--- src/rtl/if_id_skid_stage.sv ---
// IF/ID pipeline register with a one-entry skid buffer so in_ready is purely registered.
// Holds up to two fetched entries in order and counts cycles where ID back-pressures a valid entry.
module if_id_skid_stage #(
   parameter int                     PC_WIDTH    = 32,
   parameter int                     INSTR_WIDTH = 32,
   parameter logic [INSTR_WIDTH-1:0] NOP_INSTR   = '0,
   parameter int                     CNT_WIDTH   = 16
) (
   input  logic                   clk,
   input  logic                   reset,
   input  logic                   flush,
   input  logic                   in_valid,
   output logic                   in_ready,
   input  logic [PC_WIDTH-1:0]    pc_incr_in,
   input  logic [INSTR_WIDTH-1:0] instr_in,
   output logic                   out_valid,
   input  logic                   out_ready,
   output logic [PC_WIDTH-1:0]    pc_incr_out,
   output logic [INSTR_WIDTH-1:0] instr_out,
   output logic [CNT_WIDTH-1:0]   stall_cnt
);

   localparam logic [1:0] S_EMPTY = 2'd0;
   localparam logic [1:0] S_ONE   = 2'd1;
   localparam logic [1:0] S_FULL  = 2'd2;

   localparam logic [CNT_WIDTH-1:0] CNT_MAX = {CNT_WIDTH{1'b1}};

   logic [1:0]             r_state;
   logic [PC_WIDTH-1:0]    r_main_pc;
   logic [INSTR_WIDTH-1:0] r_main_instr;
   logic [PC_WIDTH-1:0]    r_skid_pc;
   logic [INSTR_WIDTH-1:0] r_skid_instr;
   logic [CNT_WIDTH-1:0]   r_stall_cnt;

   logic w_in_ready;
   logic w_out_valid;
   logic w_push;
   logic w_pop;

   // in_ready depends only on registered state and reset, never on out_ready
   always_comb begin
      w_in_ready  = (r_state != S_FULL) && !reset;
      w_out_valid = (r_state == S_ONE) || (r_state == S_FULL);
      w_push      = in_valid && w_in_ready && !flush;
      w_pop       = w_out_valid && out_ready;
   end

   always_ff @(posedge clk) begin
      if (reset) begin
         r_state      <= S_EMPTY;
         r_main_pc    <= '0;
         r_main_instr <= NOP_INSTR;
         r_skid_pc    <= '0;
         r_skid_instr <= NOP_INSTR;
         r_stall_cnt  <= '0;
      end else begin
         if (w_out_valid && !out_ready && (r_stall_cnt != CNT_MAX))
            r_stall_cnt <= r_stall_cnt + CNT_WIDTH'(1);

         // Flush kills both entries; a concurrent pop is simply consumed by ID
         if (flush) begin
            r_state <= S_EMPTY;
         end else begin
            case (r_state)
               S_EMPTY: begin
                  if (w_push) begin
                     r_main_pc    <= pc_incr_in;
                     r_main_instr <= instr_in;
                     r_state      <= S_ONE;
                  end
               end
               S_ONE: begin
                  if (w_push && w_pop) begin
                     r_main_pc    <= pc_incr_in;
                     r_main_instr <= instr_in;
                  end else if (w_push) begin
                     r_skid_pc    <= pc_incr_in;
                     r_skid_instr <= instr_in;
                     r_state      <= S_FULL;
                  end else if (w_pop) begin
                     r_state <= S_EMPTY;
                  end
               end
               S_FULL: begin
                  if (w_pop) begin
                     r_main_pc    <= r_skid_pc;
                     r_main_instr <= r_skid_instr;
                     r_state      <= S_ONE;
                  end
               end
               default: r_state <= S_EMPTY;
            endcase
         end
      end
   end

   assign in_ready    = w_in_ready;
   assign out_valid   = w_out_valid;
   assign pc_incr_out = w_out_valid ? r_main_pc : '0;
   assign instr_out   = w_out_valid ? r_main_instr : NOP_INSTR;
   assign stall_cnt   = r_stall_cnt;

endmodule

--- config.mk ---
export PLATFORM = sky130hd
export DESIGN_NAME = if_id_skid_stage
export DESIGN_NICKNAME = d
export VERILOG_FILES = /design/src/rtl/if_id_skid_stage.sv
export SDC_FILE = /design/constraint.sdc
export NUM_CORES = 1
export LEC_CHECK = 0
export BUFFER_PORTS_ARGS = -buffer_cell sky130_fd_sc_hd__buf_2
export CORE_ASPECT_RATIO = 1.2
export CORE_MARGIN = 2
export CORE_UTILIZATION = 55
export DETAILED_ROUTE_END_ITERATION = 6
export GPL_ROUTABILITY_DRIVEN = 0
export PLACE_DENSITY = 0.8
export SYNTH_ARGS = -nofsm -noshare
export SYNTH_HDL_FRONTEND = slang
export SYNTH_SLANG_ARGS = --single-unit
--- constraint.sdc ---
create_clock -name clk -period 2.2 [get_ports clk]
set_input_delay 0.11 -clock clk [delete_from_list [all_inputs] [get_ports clk]]
set_output_delay 0.11 -clock clk [all_outputs]
set_load 0.01 [all_outputs]
==> run_results.csv <==
group,metric,value,unit
power,ir_worst_vdd,0.495,mV
layout,fin_util,74.2,%
critical_path,cp_max_fo,74,
global_routing,antenna_found_initial,0,
global_routing,grt_use_total,28.3,%
critical_path,timing_worst_setup_path_type,"register to register",
logic_synthesis,postSynthCellCount,847,
layout,nets,1098,
logic_synthesis,synth_seq_area_share,40.6,%
logic_synthesis,ys.warnings.count,0,
route,wirelength,19.7,mm
floorplanning,core-area,12700,um2
critical_path,cp-end-kind,"register",
route,viasPerCell,5.70,
floorplanning,die_width,108,um
layout,n_antenna_cell,0,
logic_synthesis,synth_fp_nets,922,
clock_tree,cts_buffer_depth,2,
placement,port_buffers,150,
critical_path,crit_path_start_kind,"register",
clock_tree,cts_buffers,17,
route,first_pass_iters,5,
clock_tree,htree_num_levels,4,
route,ant_nets,0,
sta,rsz0062_at_grt,"false",
logic_synthesis,synthTopCellsByArea,"dfxtp_1 41%, a211oi_2 10%, a211oi_1 7.4%",
placement,dpl_cell_area,8080,um2
layout,final_cell_area,9440,um2
sta,hold_viol,0,
sta,fmax,0.481,GHz
sta,finClkSkew,9.29,ps
route,routedWlPerCell,16.4,um
sta,finalCritPeriodShare,94.6,%
sta,setup_tns,0,ps
global_routing,grt_pass1_wl,31.6,mm
logic_synthesis,synth_top_area_cell,"dfxtp_1",
global_routing,overflow,0,
clock_tree,clock_latency,420,ps
floorplanning,dieArea,14000,um2
clock_tree,clock_sinks,146,
floorplanning,rows,45,
global_routing,grt_max_degree,76,
clock_tree,cts_tree,"done",
logic_synthesis,yosys_register_bits,146,
logic_synthesis,avgSynthCellArea,8.49,um2
sta,max_slew_margin,31.6,%
power,total_leakage_power,3.59,nW
power,powerDensity,723,nW/um2
layout,areaGrowthSynthToFinish,31.2,%
floorplanning,initial_core_util,56.5,%
status,status,"finished clean",
run,drv_cap,0,
layout,drive_gt1_share,27.0,%
clock_tree,clk_pin_slew,70,ps
floorplanning,ioPinCount,151,
route,vias,6835,
sta,min_period,2080,ps
logic_synthesis,synth_top_cell_area_share,40.6,%
sta,setup_viol,0,
floorplanning,fp.dieH,129,um
route,drt_iter0_markers,400,
critical_path,worstPathArrival,2340,ps
logic_synthesis,syn_area,7190,um2
min_path,worstHoldPathType,"input pin to register",
global_routing,grt_pass1_vias,6538,
sta,drv_slew,0,
sta,worst_pin_slew,1030,ps
critical_path,cp.required,2460,ps
logic_synthesis,synth.distinct_cells,36,
route,drc_errors,0,
placement,dp_hpwl,10.6,mm
clock_tree,root_buffer,"clkbuf_16",
-- worst paths after layout --
kind                   start               to  slack [ps]  cells past startpoint
max               r_state[0]    r_main_pc[16]         120                      6
min                    flush       r_state[0]          90                      4
max reg2reg       r_state[0]    r_main_pc[16]         120                      6
min reg2reg  r_skid_instr[0]  r_skid_instr[0]         450                      2
-- per-stage QoR --
stage	setup WS, ps	total power [W]	hold slack (ps)	cells
after floorplan	223	0.00321	246	847
after global placement	162	0.00339	361	1103
after detailed placement	112	0.00340	365	1103
after CTS	22.2	0.00685	71.4	1199
after global routing	1.77	0.00703	116	1200
final	119	0.00682	86.4	1200
-- timing repair --
| item | 4_1_cts | 5_1_grt |
|---|---|---|
| setup buffers | 0 | 1 |
| hold endpoints to repair | 64 | 0 |
| hold buffers | 64 | 0 |
| setup endpoints to repair | 64 | 93 |
| cloned | 0 | 0 |
| resized for setup | 2 | 4 |
| pin swaps | 0 | 1 |
-- where the power goes --
part / switching (W) / internal [W]
logic: 0.000374 / 0.000323
registers: 0.0000365 / 0.00272
clock network: 0.00119 / 0.00218
-- registers in the layout, indices dropped and copies added, names as in the netlist --
register,count
stall_cnt,16
r_main_pc,32
r_skid_instr,32
r_skid_pc,32
r_main_instr,32
r_state,2
-- cells by family after synthesis --
| kind of cell | count (synthesis) | share of synthesized area [%] |
|---|---|---|
| adder cells (fa/ha/maj) | 6 | 1.04 |
| multiplexers | 3 | 0.435 |
| flip-flops | 146 | 40.6 |
| buffers and inverters | 87 | 5.77 |
| AND/OR/NAND/NOR | 379 | 27.2 |
| AO/OA/AOI/OAI | 226 | 25.0 |
-- layer usage --
| layer | share of wire, % | global-route usage [%] |
|---|---|---|
| met5 | 0 | 0 |
| met4 | 2.5 | 11.8 |
| met3 | 4.8 | 5.33 |
| met2 | 50 | 49.6 |
| met1 | 42 | 33.8 |
-- cell usage after synthesis --
cell type,count
nor2_1,9
inv_1,7
or3_1,5
o2111a_1,1
nor4b_4,1
a21oi_1,76
nor3_1,65
a211oi_1,71
a221oi_1,1
buf_4,2
o2111ai_1,1
nor2b_1,66
mux2i_1,2
buf_6,7
and4_1,4
a31o_2,1
o31ai_1,6
a31oi_1,2
o21ai_0,6
buf_2,23
nand2b_1,4
buf_1,1
nand2_1,140
nand4_1,6
ha_1,6
dfxtp_1,146
or4_1,5
o22ai_1,1
a211oi_2,60
clkbuf_1,47
mux2_2,1
and2_1,64
nand3_1,6
and3_1,2
nor4_2,1
and4b_1,1
-- placed cells by master, fill, tap and decap left out, types with 60 or more instances in the layout --
cell / synthesis / final
a21oi_1: 76 / 76
buf_2: 23 / 149
nor3_1: 65 / 65
and2_1: 64 / 64
nand2_1: 140 / 137
a211oi_1: 71 / 71
nor2b_1: 66 / 66
dlygate4sd3_1: 0 / 64
a211oi_2: 60 / 60
dfxtp_1: 146 / 145
-- critical path: stages (launching register included) --
cell      delay [ps]
dfxtp_1          310
inv_1            130
ha_4             180
buf_4            600
nor2b_1          150
a211oi_1         380
a211oi_2         150
-- cell type report --
class                           instances  area [um2]
Timing Repair Buffer                  237        1700
Tap cell                              164         205
Inverter                                7        26.3
Fill cell                             965        3290
Sequential cell                       146        2920
Multi-Input combinational cell        614        3900
Clock inverter                         14         249
Clock buffer                           18         439
Power figures use the tool's default switching activity.
